### src/rtl/mul_pkg.sv
// Shared types and constants for the iterative multiplier (mul_iter / mul_pp_gen).
package mul_pkg;

    localparam int MUL_WIDTH_DEF = 32;

    typedef enum logic [1:0] {
        IDLE = 2'd0,
        PROD = 2'd1,
        SUM  = 2'd2
    } mul_state_e;

    typedef enum logic [1:0] {
        ACC_NONE = 2'b00,
        ACC_ADD  = 2'b01,
        ACC_SUB  = 2'b10
    } acc_op_e;

endpackage

### src/rtl/mul_pp_gen.sv
// Combinational generator of the four HALF x HALF partial products of two
// unsigned WIDTH-bit magnitudes; each product is zero-extended to WIDTH bits.
module mul_pp_gen
    import mul_pkg::*;
#(
    parameter int WIDTH = MUL_WIDTH_DEF
) (
    input  logic [WIDTH-1:0] a_abs,
    input  logic [WIDTH-1:0] b_abs,
    output logic [WIDTH-1:0] pp0,
    output logic [WIDTH-1:0] pp1,
    output logic [WIDTH-1:0] pp2,
    output logic [WIDTH-1:0] pp3
);

    localparam int HALF = WIDTH / 2;

    logic [WIDTH-1:0] a_lo_s;
    logic [WIDTH-1:0] a_hi_s;
    logic [WIDTH-1:0] b_lo_s;
    logic [WIDTH-1:0] b_hi_s;

    // Widen each half before multiplying so the product cannot truncate
    assign a_lo_s = {{HALF{1'b0}}, a_abs[HALF-1:0]};
    assign a_hi_s = {{HALF{1'b0}}, a_abs[WIDTH-1:HALF]};
    assign b_lo_s = {{HALF{1'b0}}, b_abs[HALF-1:0]};
    assign b_hi_s = {{HALF{1'b0}}, b_abs[WIDTH-1:HALF]};

    assign pp0 = a_lo_s * b_lo_s;
    assign pp1 = a_lo_s * b_hi_s;
    assign pp2 = a_hi_s * b_lo_s;
    assign pp3 = a_hi_s * b_hi_s;

endmodule

### src/rtl/mul_iter.sv
// Handshaked three-state multiplier: IDLE captures partial products, PROD sums
// and sign-corrects them, SUM pulses ready. Optional accumulate via MUL_ACC_EN.
module mul_iter
    import mul_pkg::*;
#(
    parameter int WIDTH = MUL_WIDTH_DEF
) (
    input  logic                 clk,
    input  logic                 rst,
    input  logic [WIDTH-1:0]     a,
    input  logic [WIDTH-1:0]     b,
    input  logic                 sign,
    input  logic                 start,
    input  logic                 flush,
`ifdef MUL_ACC_EN
    input  logic [2*WIDTH-1:0]   acc_in,
    input  logic [1:0]           acc_op,
`endif
    output logic                 busy,
    output logic                 ready,
    output logic [2*WIDTH-1:0]   result
);

    localparam int HALF = WIDTH / 2;

    mul_state_e         state_q, state_d;
    logic               busy_q, busy_d;
    logic               ready_q, ready_d;
    logic [2*WIDTH-1:0] result_q, result_d;
    logic               sign_q, sign_d;
    logic               a_neg_q, a_neg_d;
    logic               b_neg_q, b_neg_d;
    logic [WIDTH-1:0]   pp0_q, pp0_d;
    logic [WIDTH-1:0]   pp1_q, pp1_d;
    logic [WIDTH-1:0]   pp2_q, pp2_d;
    logic [WIDTH-1:0]   pp3_q, pp3_d;
`ifdef MUL_ACC_EN
    logic [2*WIDTH-1:0] acc_in_q, acc_in_d;
    acc_op_e            acc_op_q, acc_op_d;
`endif

    logic               a_neg_s;
    logic               b_neg_s;
    logic [WIDTH-1:0]   a_abs_s;
    logic [WIDTH-1:0]   b_abs_s;
    logic [WIDTH-1:0]   pp0_s, pp1_s, pp2_s, pp3_s;
    logic [2*WIDTH-1:0] mid_s;
    logic [2*WIDTH-1:0] prod_s;
    logic [2*WIDTH-1:0] final_s;

    // Operand magnitudes; the most negative value maps to itself as unsigned
    always_comb begin
        a_neg_s = sign & a[WIDTH-1];
        b_neg_s = sign & b[WIDTH-1];
        if (a_neg_s) begin
            a_abs_s = -a;
        end else begin
            a_abs_s = a;
        end
        if (b_neg_s) begin
            b_abs_s = -b;
        end else begin
            b_abs_s = b;
        end
    end

    mul_pp_gen #(
        .WIDTH (WIDTH)
    ) u_pp_gen (
        .a_abs (a_abs_s),
        .b_abs (b_abs_s),
        .pp0   (pp0_s),
        .pp1   (pp1_s),
        .pp2   (pp2_s),
        .pp3   (pp3_s)
    );

    // Recombine registered partial products, restore sign, apply accumulate
    always_comb begin
        mid_s = {{WIDTH{1'b0}}, pp0_q}
              + {{HALF{1'b0}}, pp1_q, {HALF{1'b0}}}
              + {{HALF{1'b0}}, pp2_q, {HALF{1'b0}}}
              + {pp3_q, {WIDTH{1'b0}}};
        if (sign_q && (a_neg_q ^ b_neg_q)) begin
            prod_s = -mid_s;
        end else begin
            prod_s = mid_s;
        end
`ifdef MUL_ACC_EN
        case (acc_op_q)
            ACC_ADD: final_s = acc_in_q + prod_s;
            ACC_SUB: final_s = acc_in_q - prod_s;
            default: final_s = prod_s;
        endcase
`else
        final_s = prod_s;
`endif
    end

    // Next-state logic; flush overrides everything, including a same-cycle start
    always_comb begin
        state_d  = state_q;
        busy_d   = busy_q;
        ready_d  = 1'b0;
        result_d = result_q;
        sign_d   = sign_q;
        a_neg_d  = a_neg_q;
        b_neg_d  = b_neg_q;
        pp0_d    = pp0_q;
        pp1_d    = pp1_q;
        pp2_d    = pp2_q;
        pp3_d    = pp3_q;
`ifdef MUL_ACC_EN
        acc_in_d = acc_in_q;
        acc_op_d = acc_op_q;
`endif
        if (flush) begin
            state_d = IDLE;
            busy_d  = 1'b0;
        end else begin
            case (state_q)
                IDLE: begin
                    if (start) begin
                        sign_d  = sign;
                        a_neg_d = a_neg_s;
                        b_neg_d = b_neg_s;
                        pp0_d   = pp0_s;
                        pp1_d   = pp1_s;
                        pp2_d   = pp2_s;
                        pp3_d   = pp3_s;
`ifdef MUL_ACC_EN
                        acc_in_d = acc_in;
                        acc_op_d = acc_op_e'(acc_op);
`endif
                        state_d = PROD;
                        busy_d  = 1'b1;
                    end else begin
                        state_d = IDLE;
                        busy_d  = 1'b0;
                    end
                end
                PROD: begin
                    result_d = final_s;
                    ready_d  = 1'b1;
                    busy_d   = 1'b1;
                    state_d  = SUM;
                end
                SUM: begin
                    state_d = IDLE;
                    busy_d  = 1'b0;
                end
                default: begin
                    state_d = IDLE;
                    busy_d  = 1'b0;
                end
            endcase
        end
    end

    // State and output registers with asynchronous reset
    always_ff @(posedge clk or posedge rst) begin
        if (rst) begin
            state_q  <= IDLE;
            busy_q   <= 1'b0;
            ready_q  <= 1'b0;
            result_q <= {(2*WIDTH){1'b0}};
            sign_q   <= 1'b0;
            a_neg_q  <= 1'b0;
            b_neg_q  <= 1'b0;
            pp0_q    <= {WIDTH{1'b0}};
            pp1_q    <= {WIDTH{1'b0}};
            pp2_q    <= {WIDTH{1'b0}};
            pp3_q    <= {WIDTH{1'b0}};
`ifdef MUL_ACC_EN
            acc_in_q <= {(2*WIDTH){1'b0}};
            acc_op_q <= ACC_NONE;
`endif
        end else begin
            state_q  <= state_d;
            busy_q   <= busy_d;
            ready_q  <= ready_d;
            result_q <= result_d;
            sign_q   <= sign_d;
            a_neg_q  <= a_neg_d;
            b_neg_q  <= b_neg_d;
            pp0_q    <= pp0_d;
            pp1_q    <= pp1_d;
            pp2_q    <= pp2_d;
            pp3_q    <= pp3_d;
`ifdef MUL_ACC_EN
            acc_in_q <= acc_in_d;
            acc_op_q <= acc_op_d;
`endif
        end
    end

    assign busy   = busy_q;
    assign ready  = ready_q;
    assign result = result_q;

endmodule
### config.mk
export PLATFORM = sky130hd
export DESIGN_NAME = mul_iter
export DESIGN_NICKNAME = d
export VERILOG_FILES = /design/src/rtl/mul_pkg.sv /design/src/rtl/mul_pp_gen.sv /design/src/rtl/mul_iter.sv
export SDC_FILE = /design/constraint.sdc
export NUM_CORES = 2
export LEC_CHECK = 0
export BUFFER_PORTS_ARGS = -buffer_cell sky130_fd_sc_hd__buf_2
export CAP_MARGIN = 20
export CORE_ASPECT_RATIO = 0.9
export CORE_MARGIN = 1.5
export CORE_UTILIZATION = 60
export CTS_CLUSTER_DIAMETER = 120
export DETAILED_ROUTE_END_ITERATION = 8
export HOLD_SLACK_MARGIN = 0.1
export PLACE_DENSITY = 0.77
export SLEW_MARGIN = 0
export SYNTH_ARGS = -nofsm -noshare
export SYNTH_HDL_FRONTEND = slang
export SYNTH_SLANG_ARGS = --single-unit
### constraint.sdc
create_clock -name clk -period 18.7 [get_ports clk]
set_clock_uncertainty 0.05 [all_clocks]
set_input_delay 1.87 -clock clk [delete_from_list [all_inputs] [get_ports clk]]
set_output_delay 1.87 -clock clk [all_outputs]
set_load 0.03 [all_outputs]
Word-level counts from Yosys, hierarchy flattened
Cells that the tools add are included.
{ "word_totals": {"register_bits": 199, "latchBits": 0, "ram_bits": 0, "romBits": 0, "in_bits": 69, "output_inout_bits": 66, "elab_cells": 41, "n_memories": 0} }
{ "classes": {"addsub": 6, "n_mul": 4, "div": 0, "order_cmp": 0, "n_eq_ne": 1, "n_shift": 0, "n_mux": 11, "bitwise": 4, "n_reduce_logical": 4} }
{ "op_table": {"columns": ["operator", "n"], "rows": [
  ["$mul 16x16->32", 4],
  ["$add 50x64->64", 1],
  ["$mux 32", 2],
  ["$mux 64", 1],
  ["$neg 32->32", 2],
  ["$neg 64->64", 1],
  ["$add 49x48->50", 1],
  ["$add 32x48->49", 1],
  ["$mux 1", 5],
  ["$pmux 2 s2", 1],
  ["$reduce_and 3->1", 1],
  ["$and 1x1->1", 2],
  ["$eq 2x1->1 const B", 1],
  ["$logic_not 2->1", 1],
  ["$mux 2", 1],
  ["$pmux 1 s2", 1],
  ["$reduce_and 2->1", 1],
  ["$logic_and 1x1->1", 1],
  ["$not 1->1", 1],
  ["$xor 1x1->1", 1]
]} }

Longest topological paths before layout
{ "logic_depth": {"word_depth": 5, "depth_mapped": 36, "ltp_nobuf": 34} }

Modules after synthesis
From an unflattened synthesis, not the netlist that was laid out.
{ "hier_totals": {"cells_unflattened": 5526, "hier_area_um2": 47021.3} }
{ "by_module_without_submodules": {"columns": ["module", "instances", "cells_per_inst", "area_each_um2"], "rows": [
  ["mul_pp_gen", 1, 3938, 33858.7],
  ["mul_iter", 1, 1588, 13162.6]
]} }

Least setup slack after synthesis
No wires, ideal clock.
{ "synth_path": {"kind": "in2reg", "start": "in a[0]", "end": "reg pp3_q[31]", "setup_time_ps": 127, "arrival_ps": 10035, "required_time_ps": 18523, "slack_ps": 8487, "cell_stages": 33, "cell_sequence": "clkbuf_1 > inv_2 > clkbuf_1 > ha_1 > nand2b_1 > or3_1 > nor3_1 > nand3b_1 > o21ai_0 > xnor2_1 > clkbuf_1 > nand2_1 > fa_1 > fa_1 > inv_1 > fa_1 > fa_1 > fa_1 > inv_1 > fa_1 > inv_1 > ha_1 > a21o_1 > a21o_1 > a21oi_1 > nand2_1 > a31o_2 > a31oi_1 > o31ai_1 > a41oi_1 > o21bai_1 > mux2i_1 > or2_2"} }
{ "synth_between": {"elab_chain_cells": 3} }
{ "synth_lines": {"columns": ["item", "line", "text"], "rows": [
  ["start: declaration", "mul_iter.sv:10", "input logic [WIDTH-1:0] a,"],
  ["$neg 32->32", "mul_iter.sv:56", "a_abs_s = -a;"],
  ["$mux 32", "mul_iter.sv:55", "if (a_neg_s) begin"],
  ["$mul 16x16->32", "mul_pp_gen.sv:32", "assign pp3 = a_hi_s * b_hi_s;"],
  ["end signal: assignment", "mul_iter.sv:173", "pp3_q <= {WIDTH{1'b0}};"],
  ["end signal: assignment", "mul_iter.sv:189", "pp3_q <= pp3_d;"],
  ["end: declaration", "mul_iter.sv:36", "logic [WIDTH-1:0] pp3_q, pp3_d;"]
]} }
Every way passes these cells.
A chain may end at the register's enable or synchronous reset.

Worst setup path in the final report
{ "layout_path": {"start": "in a[8]", "end": "reg pp3_q[31]"} }
The elaborated chain is that of the path after synthesis.

==> summary.md <==
| Metric | Value |
|---|---|
| Combined area of all synthesized cells | `~46000 sq um` |
| Total vias in the final route | `38397` |
| Number of top-level design ports | `roughly 140` |
| Worst-path clk slew | `~0.080 ns` |
| Delay of the slowest cell on the worst path | `about 0.79 ns` |
| Final critical-path required period | `roughly 11 ns` |
| DR pass1 iterations | `6` |
| Cell type of the slowest stage on the worst timing path | `sky130_fd_sc_hd__xor2_2` |
| DRC errors left | `0` |
| Netlist cell types | `roughly 90` |
| Slew at the pin with the worst max-slew slack | `1.210 ns` |
| Critical path data required time | `roughly 19 ns` |
| GRT Resource Usage Total | `37.28%` |
| Global placement routability congestion | `0.9988` |
| Number of synthesized flops with an enable pin | `0` |
| Number of levels in the clock H-tree | `4` |
| Dominant cell type by count on the critical path | `sky130_fd_sc_hd__fa_1` |
| Clock tree root driver cell | `sky130_fd_sc_hd__clkbuf_16` |
| Global-route wire length before repair | `220.6 mm` |
| Initial core utilization | `approximately three fifths` |
| Number of antenna-violating nets in the routed design | `0` |
| Hpwl dp | `roughly 110 mm` |
| Die height | `between 200 and 300 microns` |
| Post-synth net total | `6755` |
| Warning count from the yosys run | `0` |
| Area leader, netlist | `sky130_fd_sc_hd__fa_1` |
| Final Core Density | `about two thirds` |
| Most common cell in the netlist | `sky130_fd_sc_hd__inv_1` |
| Setup repair after global routing missed its margin | `no` |
| Fin. Hold Viols | `0` |
| Number of fillers in the final layout | `roughly 6200` |
| Die Footprint | `roughly 78000 sq um` |
| Signed area change from the synthesized netlist to the final layout | `6.915%` |
| Share of synthesized registers carrying an async set or reset | `100.0%` |
| Net count of the finished layout | `about 7000` |
| Number of buffers created by CTS | `17` |
| Total wire length after detailed routing | `between 100 and 150 mm` |
| I/O Buffers | `between 100 and 150` |
| Mean post-synth cell area | `roughly 8.4 sq um` |
| Critical path startpoint category | `primary input` |
| Class of the tightest hold or removal check | `flip-flop to flip-flop` |
| Clock tree from TritonCTS | `done` |
| Vias in the first global route | `roughly 39000` |
| Post-route setup TNS | `0 ns` |
| Remaining max-slew budget at the tightest pin | `roughly a fifth` |
| Fraction of layout cells with a size suffix above 1 | `~7.0%` |
| Count of endpoints failing setup in the final report | `0` |
| GR Overflow Total | `0` |
| Initial antenna violation count | `5` |
| Count of standard-cell rows | `95` |
| Clock sink count | `around 200` |
| Buffer count from post-CTS setup fixing | `0` |
| Max-slew violations | `0` |
| Highest net fanout along the worst path | `12` |
| Crit. End Element | `flip-flop` |
| Sequential-to-total area share from yosys stat | `10.89%` |
| PostCTS Resize Cnt | `0` |
| Fin crit share | `about three fifths` |
| Maximum buffer depth of the clock tree | `2` |
| Most frequent cells after synthesis | `957 x sky130_fd_sc_hd__inv_1, 883 x sky130_fd_sc_hd__nand2_1, 809 x sky130_fd_sc_hd__fa_1` |
| Placement-stage worst setup slack | `7.436 ns` |
| Worst Setup Path Type | `primary input to flip-flop` |
| Number of storage elements in the synthesis netlist | `199` |
| Clock Latency Late Sink | `roughly 0.46 ns` |
| Quantity of hold-fixing buffers added after cts | `0` |
| Top flip-flop cell by instance count after synthesis | `sky130_fd_sc_hd__dfrtp_1` |
| Data arrival at the endpoint of the critical path | `about 11 ns` |
| Status | `completed` |
| Detailed-route wire length per cell | `around 22 microns` |
| Horizontal extent of the die | `~300 microns` |
| Max cap viols | `0` |
| Core ar. | `roughly 75000 sq um` |
| Violation count after the first detailed-route iteration | `3713` |
| Share of the synthesized area in the top cell type | `a little over a third` |
| Post-Synthesis Cells | `5426` |
| Max Clk Rate | `91.54 MHz` |
| Largest net degree at the start of global routing | `between 100 and 150` |
| Ratio of routed vias to standard cells | `roughly 5.9` |
| Final worst-path setup slack | `about 8 ns` |
| Dominant cells by area after synthesis | `sky130_fd_sc_hd__fa_1 35%, sky130_fd_sc_hd__ha_1 12%, sky130_fd_sc_hd__dfrtp_1 11%` |
## routing by layer
layer  GRT usage, %  vias to the layer above  part of all wire [%]
met5         0.3127                        -                 0.038
met4          19.56                        8                   6.6
met3          8.938                      528                    11
met2          57.90                     2033                    45
met1          48.59                    18908                    37
li1               -                    16920                     -
## through the flow
stage | hold WS [ns] | instances | cell area, sq um
floorplan | 0.4051 | 5426 | 45740
global placement | 0.4091 | 6472 | 48260
detailed placement | 0.4152 | 6472 | 48260
global route | 0.4593 | 6506 | 48900
finish | 0.4279 | 6509 | 48910
CTS | 0.4319 | 6504 | 48860
## final cells by class
type,instances,area (sq um),share of cell area (%)
Multi-Input combinational cell,4045,36850,75.36
Tap cell,1018,1274,2.604
Antenna cell,3,7.507,0.01535
Clock buffer,19,442.9,0.9056
Sequential cell,199,4980,10.18
Timing Repair Buffer,252,1584,3.239
Inverter,960,3611,7.383
Clock inverter,13,153.9,0.3147
## worst max-delay path, delay by kind of cell
family                   cells  cell delay, ns
multiplexers                 1            0.14
XOR/XNOR                     1            0.79
AO/OA/AOI/OAI                7            1.70
buffers and inverters        3            0.26
adder cells (fa/ha/maj)      7            3.34
AND/OR/NAND/NOR             11            3.08
## layout by cell type, fill, tap and decap left out, drive strengths merged, types with 60 or more instances in the layout
| cell type | count |
|---|---|
| inv | 965 |
| nand2 | 883 |
| fa | 809 |
| nor2 | 618 |
| ha | 451 |
| buf | 252 |
| o21ai | 247 |
| dfrtp | 199 |
| a21oi | 161 |
| xor2 | 158 |
| xnor2 | 155 |
| a21o | 60 |
## state kept, by name, summed over array words and instances (netlist names)
| name | cells |
|---|---|
| pp0_q | 32 |
| ready | 1 |
| pp2_q | 32 |
| state_q | 2 |
| sign_q | 1 |
| a_neg_q | 1 |
| busy | 1 |
| b_neg_q | 1 |
| pp1_q | 32 |
| result | 64 |
| pp3_q | 32 |
## cell families after synthesis
| group | count (synthesis) | synth area share, % |
|---|---|---|
| and+or+nand+nor | 1787 | 16.32 |
| xor gates and xnor gates | 313 | 5.993 |
| DFF | 199 | 10.89 |
| AOI/OAI and AO/OA | 675 | 9.086 |
| adders and majority gates | 1260 | 47.74 |
| muxes | 10 | 0.2270 |
| buffers and inverters | 1182 | 9.746 |
## worst paths after layout
check	slack, ns	startpoint	end	depth (start not counted)
setup / recovery	7.78	a[8]	pp3_q[31]$_DFFE_PP0P_	30
hold / removal	0.43	result[57]$_DFFE_PP0P_	result[57]$_DFFE_PP0P_	2
setup reg to reg	13.45	pp0_q[17]$_DFFE_PP0P_	result[62]$_DFFE_PP0P_	14
hold reg to reg	0.43	result[57]$_DFFE_PP0P_	result[57]$_DFFE_PP0P_	2
max in group asynchronous	15.50	rst	pp2_q[18]$_DFFE_PP0P_	3
min in group asynchronous	1.54	rst	result[8]$_DFFE_PP0P_	2
Power is left out: the tool's default activity adds up to more than one toggle a clock period on the data nets, which glitch-free logic cannot reach.
